--- src/rtl/lbm_stream_addr_gen_pkg.sv ---
// Shared D2Q9 definitions for the grid-walk sequencer and its consumers.
//   EX/EY      : lattice velocity components indexed by direction number
//   dir_e      : direction enumeration DIR_0..DIR_8
//   bclass_e   : boundary class of a cell, shared with the main controller
//   addr_invalid / nbr_index : helpers for off-grid encoding and constant neighbour lookup
package lbm_stream_addr_gen_pkg;

  localparam int unsigned NumDir = 9;

  typedef enum logic [3:0] {
    DIR_0, DIR_1, DIR_2, DIR_3, DIR_4, DIR_5, DIR_6, DIR_7, DIR_8
  } dir_e;

  typedef enum logic [2:0] {
    BcNone, BcLid, BcBottom, BcLeft, BcRight
  } bclass_e;

  localparam int EX [NumDir] = '{0, 1, 0, -1, 0, 1, -1, -1, 1};
  localparam int EY [NumDir] = '{0, 0, 1, 0, -1, 1, 1, -1, -1};

  // All-ones pattern of the given width; marks an off-grid destination.
  function automatic logic [31:0] addr_invalid(int unsigned width);
    logic [63:0] ones;
    ones = (64'd1 << width) - 64'd1;
    return ones[31:0];
  endfunction

  // Linear neighbour index of (x,y) in direction k, or -1 when off-grid.
  function automatic int nbr_index(int nx, int ny, int x, int y, int k);
    int tx;
    int ty;
    tx = x + EX[k];
    ty = y + EY[k];
    if (tx < 0 || tx >= nx || ty < 0 || ty >= ny) return -1;
    return ty * nx + tx;
  endfunction

endpackage

--- src/rtl/lbm_stream_addr_gen_if.sv ---
// Control/result bundle between the controller (master) and the grid-walk sequencer (slave).
//   clear, step             : controller -> sequencer
//   cell_*, boundary flags,
//   stream_addr/valid, etc. : sequencer -> controller
interface lbm_stream_addr_gen_if #(
  parameter int unsigned NX         = 16,
  parameter int unsigned NY         = 16,
  parameter int unsigned ITER_WIDTH = 16
);
  localparam int unsigned AW  = $clog2(NX * NY);
  localparam int unsigned AW2 = AW + 1;

  logic                          clear;
  logic                          step;
  logic [AW-1:0]                 cell_addr;
  logic [$clog2(NX)-1:0]         cell_x;
  logic [$clog2(NY)-1:0]         cell_y;
  logic                          LID;
  logic                          BOTTOM_WALL;
  logic                          LEFT_WALL;
  logic                          RIGHT_WALL;
  logic [8:0][AW2-1:0]           stream_addr;
  logic [8:0]                    stream_valid;
  logic                          addr_valid;
  logic                          last_cell;
  logic                          sweep_done;
  logic [ITER_WIDTH-1:0]         iter_count;

  modport master (
    output clear, step,
    input  cell_addr, cell_x, cell_y, LID, BOTTOM_WALL, LEFT_WALL, RIGHT_WALL,
    input  stream_addr, stream_valid, addr_valid, last_cell, sweep_done, iter_count
  );

  modport slave (
    input  clear, step,
    output cell_addr, cell_x, cell_y, LID, BOTTOM_WALL, LEFT_WALL, RIGHT_WALL,
    output stream_addr, stream_valid, addr_valid, last_cell, sweep_done, iter_count
  );
endinterface

--- src/rtl/lbm_stream_addr_gen_neighbor.sv ---
// Combinational streaming destination for one D2Q9 direction.
//   x_i, y_i : source cell
//   addr_o   : destination linear address, all-ones when off-grid
//   valid_o  : destination lies on the grid
module lbm_stream_addr_gen_neighbor #(
  parameter int unsigned NX = 16,
  parameter int unsigned NY = 16,
  parameter int          EX = 0,
  parameter int          EY = 0
) (
  input  logic [$clog2(NX)-1:0]      x_i,
  input  logic [$clog2(NY)-1:0]      y_i,
  output logic [$clog2(NX*NY):0]     addr_o,
  output logic                       valid_o
);
  localparam int unsigned AW2 = $clog2(NX * NY) + 1;
  // One extra bit beyond the stream width so a -1 offset at the edge stays negative.
  localparam int unsigned SW  = AW2 + 1;

  localparam logic signed [SW-1:0] ExS = SW'(EX);
  localparam logic signed [SW-1:0] EyS = SW'(EY);
  localparam logic signed [SW-1:0] NxS = SW'(NX);
  localparam logic signed [SW-1:0] NyS = SW'(NY);

  logic signed [SW-1:0] tx;
  logic signed [SW-1:0] ty;
  logic signed [SW-1:0] lin;

  always_comb begin
    tx      = signed'(SW'(x_i)) + ExS;
    ty      = signed'(SW'(y_i)) + EyS;
    valid_o = (tx >= 0) && (tx < NxS) && (ty >= 0) && (ty < NyS);
    lin     = ty * NxS + tx;
    addr_o  = valid_o ? AW2'(lin) : '1;
  end

endmodule

--- src/rtl/lbm_stream_addr_gen.sv ---
// Grid-walk sequencer for the D2Q9 LBM core.
//   Clk, Reset : clock and asynchronous active-low reset
//   bus        : slave side of lbm_stream_addr_gen_if (clear/step in; cell position, boundary
//                class, nine stream addresses + valids, last_cell, sweep_done, iter_count out)
// All outputs are registered from the next-position values so they change on the same edge
// as the position itself.
module lbm_stream_addr_gen
  import lbm_stream_addr_gen_pkg::*;
#(
  parameter int unsigned NX         = 16,
  parameter int unsigned NY         = 16,
  parameter int unsigned ITER_WIDTH = 16
) (
  input  logic                  Clk,
  input  logic                  Reset,
  lbm_stream_addr_gen_if.slave  bus
);
  localparam int unsigned GRID_DIM = NX * NY;
  localparam int unsigned AW       = $clog2(GRID_DIM);
  localparam int unsigned AW2      = AW + 1;
  localparam int unsigned XW       = $clog2(NX);
  localparam int unsigned YW       = $clog2(NY);

  logic [XW-1:0]          x_q, x_d;
  logic [YW-1:0]          y_q, y_d;
  logic [ITER_WIDTH-1:0]  iter_q, iter_d;
  logic                   sweep_q, sweep_d;
  logic [AW-1:0]          cell_addr_q, cell_addr_d;
  logic                   last_cell_q, last_cell_d;
  bclass_e                bclass_q, bclass_d;
  logic [8:0][AW2-1:0]    stream_addr_q, nbr_addr;
  logic [8:0]             stream_valid_q, nbr_valid;
  logic                   addr_valid_q;
  logic                   at_last;

  // Reset image of the stream outputs: neighbours of cell (0,0).
  function automatic logic [AW2-1:0] rst_addr(int k);
    int idx;
    idx = nbr_index(NX, NY, 0, 0, k);
    return (idx < 0) ? AW2'(addr_invalid(AW2)) : AW2'(idx);
  endfunction

  assign at_last = (x_q == XW'(NX - 1)) && (y_q == YW'(NY - 1));

  always_comb begin
    x_d     = x_q;
    y_d     = y_q;
    iter_d  = iter_q;
    sweep_d = 1'b0;
    if (bus.clear) begin
      x_d    = '0;
      y_d    = '0;
      iter_d = '0;
    end else if (bus.step) begin
      if (at_last) begin
        x_d     = '0;
        y_d     = '0;
        iter_d  = iter_q + 1'b1;
        sweep_d = 1'b1;
      end else if (x_q == XW'(NX - 1)) begin
        x_d = '0;
        y_d = y_q + 1'b1;
      end else begin
        x_d = x_q + 1'b1;
      end
    end
  end

  always_comb begin
    cell_addr_d = AW'(32'(y_d) * NX + 32'(x_d));
    last_cell_d = (cell_addr_d == AW'(GRID_DIM - 1));
    // Priority order makes the classes mutually exclusive: bottom row owns its corners,
    // side walls own the top corners, LID is only the top-row interior.
    if (y_d == '0)                     bclass_d = BcBottom;
    else if (x_d == '0)                bclass_d = BcLeft;
    else if (x_d == XW'(NX - 1))       bclass_d = BcRight;
    else if (y_d == YW'(NY - 1))       bclass_d = BcLid;
    else                               bclass_d = BcNone;
  end

  for (genvar k = 0; k < NumDir; k++) begin : g_nbr
    lbm_stream_addr_gen_neighbor #(
      .NX (NX),
      .NY (NY),
      .EX (EX[k]),
      .EY (EY[k])
    ) u_nbr (
      .x_i     (x_d),
      .y_i     (y_d),
      .addr_o  (nbr_addr[k]),
      .valid_o (nbr_valid[k])
    );
  end

  always_ff @(posedge Clk or negedge Reset) begin
    if (!Reset) begin
      x_q          <= '0;
      y_q          <= '0;
      iter_q       <= '0;
      sweep_q      <= 1'b0;
      cell_addr_q  <= '0;
      last_cell_q  <= (GRID_DIM == 1);
      bclass_q     <= BcBottom;
      addr_valid_q <= 1'b1;
      for (int k = 0; k < NumDir; k++) begin
        stream_addr_q[k]  <= rst_addr(k);
        stream_valid_q[k] <= (nbr_index(NX, NY, 0, 0, k) >= 0);
      end
    end else begin
      x_q            <= x_d;
      y_q            <= y_d;
      iter_q         <= iter_d;
      sweep_q        <= sweep_d;
      cell_addr_q    <= cell_addr_d;
      last_cell_q    <= last_cell_d;
      bclass_q       <= bclass_d;
      addr_valid_q   <= 1'b1;
      stream_addr_q  <= nbr_addr;
      stream_valid_q <= nbr_valid;
    end
  end

  assign bus.cell_addr    = cell_addr_q;
  assign bus.cell_x       = x_q;
  assign bus.cell_y       = y_q;
  assign bus.LID          = (bclass_q == BcLid);
  assign bus.BOTTOM_WALL  = (bclass_q == BcBottom);
  assign bus.LEFT_WALL    = (bclass_q == BcLeft);
  assign bus.RIGHT_WALL   = (bclass_q == BcRight);
  assign bus.stream_addr  = stream_addr_q;
  assign bus.stream_valid = stream_valid_q;
  assign bus.addr_valid   = addr_valid_q;
  assign bus.last_cell    = last_cell_q;
  assign bus.sweep_done   = sweep_q;
  assign bus.iter_count   = iter_q;

endmodule

--- src/flat_wrapper.sv ---
// flat-port wrapper written by rule: the top's interface ports become plain ports
module lbm_stream_addr_gen_flat import lbm_stream_addr_gen_pkg::*;
#(
  parameter int unsigned NX         = 16,
  parameter int unsigned NY         = 16,
  parameter int unsigned ITER_WIDTH = 16
)
  (Clk, Reset, bus_clear, bus_step, bus_cell_addr, bus_cell_x, bus_cell_y, bus_LID, bus_BOTTOM_WALL, bus_LEFT_WALL, bus_RIGHT_WALL, bus_stream_addr, bus_stream_valid, bus_addr_valid, bus_last_cell, bus_sweep_done, bus_iter_count);
  lbm_stream_addr_gen_if #(.NX(NX), .NY(NY), .ITER_WIDTH(ITER_WIDTH)) bus_i ();
  input  logic Clk;
  input  logic Reset;
  input wire logic [$bits(bus_i.clear)-1:0] bus_clear;
  input wire logic [$bits(bus_i.step)-1:0] bus_step;
  output wire logic [$bits(bus_i.cell_addr)-1:0] bus_cell_addr;
  output wire logic [$bits(bus_i.cell_x)-1:0] bus_cell_x;
  output wire logic [$bits(bus_i.cell_y)-1:0] bus_cell_y;
  output wire logic [$bits(bus_i.LID)-1:0] bus_LID;
  output wire logic [$bits(bus_i.BOTTOM_WALL)-1:0] bus_BOTTOM_WALL;
  output wire logic [$bits(bus_i.LEFT_WALL)-1:0] bus_LEFT_WALL;
  output wire logic [$bits(bus_i.RIGHT_WALL)-1:0] bus_RIGHT_WALL;
  output wire logic [$bits(bus_i.stream_addr)-1:0] bus_stream_addr;
  output wire logic [$bits(bus_i.stream_valid)-1:0] bus_stream_valid;
  output wire logic [$bits(bus_i.addr_valid)-1:0] bus_addr_valid;
  output wire logic [$bits(bus_i.last_cell)-1:0] bus_last_cell;
  output wire logic [$bits(bus_i.sweep_done)-1:0] bus_sweep_done;
  output wire logic [$bits(bus_i.iter_count)-1:0] bus_iter_count;
  assign bus_i.clear = bus_clear;
  assign bus_i.step = bus_step;
  assign bus_cell_addr = bus_i.cell_addr;
  assign bus_cell_x = bus_i.cell_x;
  assign bus_cell_y = bus_i.cell_y;
  assign bus_LID = bus_i.LID;
  assign bus_BOTTOM_WALL = bus_i.BOTTOM_WALL;
  assign bus_LEFT_WALL = bus_i.LEFT_WALL;
  assign bus_RIGHT_WALL = bus_i.RIGHT_WALL;
  assign bus_stream_addr = bus_i.stream_addr;
  assign bus_stream_valid = bus_i.stream_valid;
  assign bus_addr_valid = bus_i.addr_valid;
  assign bus_last_cell = bus_i.last_cell;
  assign bus_sweep_done = bus_i.sweep_done;
  assign bus_iter_count = bus_i.iter_count;
  lbm_stream_addr_gen #(.NX(NX), .NY(NY), .ITER_WIDTH(ITER_WIDTH)) u_core (.Clk(Clk), .Reset(Reset), .bus(bus_i));
endmodule
--- config.mk ---
export PLATFORM = sky130hd
export DESIGN_NAME = lbm_stream_addr_gen_flat
export DESIGN_NICKNAME = d
export VERILOG_FILES = /design/src/rtl/lbm_stream_addr_gen_pkg.sv /design/src/rtl/lbm_stream_addr_gen_if.sv /design/src/rtl/lbm_stream_addr_gen_neighbor.sv /design/src/rtl/lbm_stream_addr_gen.sv /design/src/flat_wrapper.sv
export SDC_FILE = /design/constraint.sdc
export NUM_CORES = 1
export LEC_CHECK = 0
export ABC_AREA = 1
export CAP_MARGIN = 20
export CORE_ASPECT_RATIO = 1.75
export CORE_MARGIN = 5
export CORE_UTILIZATION = 40
export CTS_CLUSTER_SIZE = 16
export DETAILED_ROUTE_END_ITERATION = 8
export PLACE_DENSITY_LB_ADDON = 0.3
export REMOVE_ABC_BUFFERS = 1
export SYNTH_ARGS = -nofsm -noshare
export SYNTH_HDL_FRONTEND = slang
export SYNTH_HIERARCHICAL = 1
export SYNTH_SLANG_ARGS = --single-unit
--- constraint.sdc ---
create_clock -name Clk -period 8.3 [get_ports Clk]
set_input_delay 1.66 -clock Clk [delete_from_list [all_inputs] [get_ports Clk]]
set_output_delay 1.66 -clock Clk [all_outputs]
set_load 0.005 [all_outputs]
Yosys cells after proc, flatten, opt, wreduce, memory -nomap -nowiden
Cells that the tools add are included.
{ "op_classes": {"n_mux": 27, "reduce_logical": 27, "magnitude_cmp": 12, "add_sub_neg": 17, "eq_ne": 9} }
{ "ops": {"columns": ["op", "n"], "rows": [
  ["$mux W9", 9],
  ["$mux W16", 3],
  ["$mux W4", 8],
  ["$add A9 B6 Y9", 3],
  ["$add A9 B9 Y9", 3],
  ["$logic_and A1 B1 Y1", 22],
  ["$add A16 B1 Y16 const B", 1],
  ["$eq A4 B4 Y1 const B", 4],
  ["$add A5 B1 Y6 const B", 2],
  ["$ge A6 B1 Y1 const B", 2],
  ["$lt A6 B6 Y1 const B", 2],
  ["$add A4 B1 Y5 const B", 2],
  ["$ge A10 B1 Y1 const B", 1],
  ["$lt A10 B6 Y1 const B", 1],
  ["$lt A4 B5 Y1 const B", 2],
  ["$add A8 B4 Y9", 1],
  ["$add A9 B4 Y9", 1],
  ["$add A9 B5 Y9", 1],
  ["$mux W3", 3],
  ["$add A4 B1 Y4 const B", 2],
  ["$add A8 B4 Y8", 1],
  ["$eq A8 B8 Y1 const B", 1],
  ["$ge A4 B1 Y1 const B", 2],
  ["$logic_not A4 Y1", 2],
  ["other kinds (8)", 13]
]} }
{ "word_totals": {"regBits": 127, "out_inout_bits": 129, "word_cells": 109, "in_bits": 4} }

Logic depth before layout (Yosys ltp)
{ "logic_depth": {"word_depth": 11, "ltp_mapped": 18, "depth_no_buf": 18} }

Cells and area by module
Netlist, hierarchy kept.
{ "by_module_without_submodules": {"columns": ["mod", "cells_each", "seq_area_each_um2", "area_each_um2", "instances"], "rows": [
  ["lbm_stream_addr_gen", 318, 3045.4, 4022.6, 1],
  ["lbm_stream_addr_gen_neighbor at u_core.g_nbr[7].u_nbr", 63, 0.0, 364.1, 1],
  ["lbm_stream_addr_gen_neighbor at u_core.g_nbr[6].u_nbr", 61, 0.0, 334.1, 1],
  ["lbm_stream_addr_gen_neighbor at u_core.g_nbr[8].u_nbr", 48, 0.0, 281.5, 1],
  ["lbm_stream_addr_gen_neighbor at u_core.g_nbr[5].u_nbr", 45, 0.0, 254.0, 1],
  ["lbm_stream_addr_gen_neighbor at u_core.g_nbr[3].u_nbr", 41, 0.0, 247.7, 1],
  ["lbm_stream_addr_gen_neighbor at u_core.g_nbr[1].u_nbr", 30, 0.0, 161.4, 1],
  ["lbm_stream_addr_gen_neighbor at u_core.g_nbr[4].u_nbr", 21, 0.0, 137.6, 1],
  ["lbm_stream_addr_gen_neighbor at u_core.g_nbr[2].u_nbr", 18, 0.0, 107.6, 1],
  ["lbm_stream_addr_gen_neighbor at u_core.g_nbr[0].u_nbr", 12, 0.0, 82.6, 1]
]} }

Worst setup path before layout
OpenSTA, ideal clock, no wires.
{ "synth_timing": {"path_kind": "input to register", "start": "input port bus_step", "end": "register u_core.stream_addr_q (netlist bit u_core/bus.stream_addr[70])", "path_stages": 14, "slack_ps": 3977, "required_ps": 8211, "path_buffers": 0, "setup_ps": 89, "t_arrival_ps": 4234, "cell_sequence": "nand2_2 nor2_8 nor2_1 a21oi_1 inv_1 ha_1 inv_1 nand2_1 nand2_1 ha_1 a21oi_1 nand3_1 nand2_1 nand2_1"} }
{ "synth_lines": {"columns": ["item", "line_no", "rtl"], "rows": [
  ["from (decl)", "flat_wrapper.sv:13", "input wire logic [$bits(bus_i.step)-1:0] bus_step;"],
  ["to (signal, indexed assignment)", "lbm_stream_addr_gen.sv:106", "stream_addr_q[k] <= rst_addr(k);"],
  ["to (signal assigned)", "lbm_stream_addr_gen.sv:118", "stream_addr_q <= nbr_addr;"],
  ["to (decl)", "lbm_stream_addr_gen.sv:31", "logic [8:0][AW2-1:0] stream_addr_q, nbr_addr;"]
]} }

==> run summary <==
Pins Over Slew Limit: 0
Worst Tran Pin Value: 914 ps
Post-route DRC: 0
Diodes inserted: 0
htree depth: 4
flop2flop setup slack: 5190 ps
# hold bufs at CTS: 0
GRT Residual Overflow: 0
post-synthesis sequential area ratio: 50.8%
global-route track usage on met2: 34.6%
unrepaired setup endpoints after global routing: false
antenna violations before repair: 0
GRT Overall Usage: 18.7%
reg2reg start: u_core/bus.cell_addr[0]
Static Leakage: 3.81 nW
clk_lat worst skew: 400 ps
commonest non-fill, non-tap cell in the layout: nand2_1
hold crit path type: reg2reg
Worst IR Drop VDD: 0.132 mV
final cell count without fillers: 989
post-layout min period: 4470 ps
Max Cap Viol: 0
Synth Register Bits: 119
Slew HR: 39.1%
WP data required: 8630 ps
DRT iter0 DRCs: 199
Die Ht: 172 um
IO buf count: 131
CTS tree: yes
mapped cell area: 5990 um^2
largest net degree at the start of global routing: 76
vias per cell: 4.96
first-pass GRT wire length: 25,200 um
Buf/Inv on CP: 4
power per cell area: 182 nW/um^2
routability cong.: 0.892
CP Data Arrival Time: 4800 ps
antenna-violating nets left: 0
Die Wd: 103 um
Startpoint Class: input port
most frequent cells in the layout: 153 x nand2_1, 130 x clkdlybuf4s50_1, 90 x inv_1
vias in the first global route: 5,210
CTS resizes: 0
Hold Violations, Final: 0
Most Frequent Cell on Critical Path: inv_1
fraction of layout cells with a size suffix above 1: 19.9%
CTS Root Cell: clkbuf_16
met3 Track Usage GR: 3.03%
Starting Density: 40.4%
placed cells: 957
met1 Usage GRT: 18.9%
Clock Skew: 6.15 ps
drt total wl: 15,700 um
critical path endpoint category: flop
CTS Buffer Depth: 2
WS Path Type: in2reg
CP max FO: 14
clock slew seen by the registers of the worst setup and hold paths: 50 ps
syn_area_per_cell: 9.12 um^2
IO Count: 133
warnings from Yosys: 6
fin util: 54.2%
HPWL Detailed: 11,500 um
CP max stage cell: clkdlybuf4s50_1
WL per Instance: 15.8 um
via count: 4,909
Min-Delay Startpoint: u_core/bus.iter_count[3]
floorplan row count: 59
largest delay contributor family on the critical path: buffers and inverters
endpoints failing setup: 0
Post-Synthesis Cells: 657
Initial DRT Pass Iterations: 5
busiest metal layer after global routing: met2
Netlist cell types: 40
Core Box Area: 14,800 um^2
# nets final: 828
cell chain of the critical path: clkdlybuf4s50_1 > inv_1 > o21ai_1 > nor2_2 > inv_1 > nand3_1 > inv_1 > ha_1 > fa_1 > or2_1
Post-CTS Setup Inserts: 0
status: finished clean
post-route setup slack: 3830 ps
pre-CTS setup slack: 3410 ps
Final period util: 53.9%
Max Freq: 0.224 GHz
clk sinks: 119
Fillers: 1,285
setup TNS: 0 ps
CP peak stage delay: 620 ps
Hold Slack: 581 ps
start point of the critical path: bus_clear
CTS buffer count: 17
area growth from synthesis to layout: 34.1%
die area: 17,600 um^2
-- cells in the mapped netlist (all sizes together) --
cell      n  area (um^2)
buf      19          143
nor4      2         12.5
clkbuf    2         7.51
or2      16          100
dfstp    54         1420
nor3     12         65.1
o211ai    2         15.0
a21oi    13         65.1
nand3b    6         45.0
nor2     55          292
o31ai     1         7.51
dfrtp    65         1630
nand3    48          270
xnor2     4         35.0
fa        3         60.1
o21bai    2         15.0
a211oi    3         35.0
o21ai    23          138
inv     102          388
nand2   172          723
ha       28          350
xor2      8         70.1
and3      1         6.26
nand4    12         75.1
nor3b     1         18.8
conb      3         11.3
-- state kept, by name, indices dropped and copies added (netlist names) --
| register | cells |
|---|---|
| u_core/bus.stream_addr | 81 |
| u_core/bus.iter_count | 16 |
| u_core/bus.stream_valid | 9 |
| u_core/bus.cell_addr | 8 |
| u_core/bclass_q | 3 |
| u_core/bus.last_cell | 1 |
| u_core/bus.sweep_done | 1 |
-- path summary, 6_finish.rpt --
kind	endpoint	depth (start not counted)
worst min-delay path	u_core/bus.iter_count[3]	1
worst min register to register	u_core/bus.iter_count[3]	1
max in group asynchronous	u_core/bclass_q[2]	2
min in group asynchronous	u_core/bus.stream_addr[0]	1
worst max-delay path	u_core/bus.stream_addr[32]	10
worst max register to register	u_core/bus.stream_addr[32]	14
-- logic make-up after synthesis --
| kind of cell | Yosys count | share of synthesized area [%] |
|---|---|---|
| adder cells (fa/ha/maj) | 31 | 6.85 |
| buffers and inverters | 123 | 8.98 |
| AO/OA/AOI/OAI | 44 | 4.59 |
| AND/OR/NAND/NOR | 325 | 26.8 |
| flip-flops | 119 | 50.8 |
| XOR/XNOR | 12 | 1.75 |
| other | 3 | 0.188 |
-- metal layers --
metal,vias up,part of all wire [%]
met5,-,0
met4,0,4.5
met3,46,4.6
met2,161,56
met1,2383,34
li1,2319,-
-- worst register-to-register path, delay by kind of cell, from the launching register on --
family,cells,cell delay (ps)
and+or+nand+nor,6,860
adders and majority gates,4,1130
buffers and inverters,4,590
DFF,1,450
-- through the flow --
stage / power [mW] / area [um^2]
floorplan: 0.680 / 5840
global placement: 0.749 / 7440
detailed placement: 0.752 / 7440
CTS: 1.48 / 8040
global route: 1.52 / 8040
finish: 1.46 / 8040
-- power by group --
| part | internal [mW] | switching, mW | leakage, nW | total, mW |
|---|---|---|---|---|
| clock | 0.465 | 0.258 | 0.281 | 0.723 |
| combinational | 0.0561 | 0.0729 | 2.07 | 0.129 |
| sequential | 0.605 | 0.00742 | 1.46 | 0.612 |
| total | 1.13 | 0.338 | 3.81 | 1.46 |
-- area by class of cell --
cell class / instances / area, um^2 / area share (%)
clock buffer: 21 / 470 / 5.85
clock inverter: 11 / 123 / 1.53
inverter: 102 / 388 / 4.83
multi-input combinational: 415 / 2420 / 30.1
sequential: 119 / 3050 / 37.9
tap: 183 / 229 / 2.85
timing repair buffer: 138 / 1360 / 16.9
(Power assumes the default switching activity.)
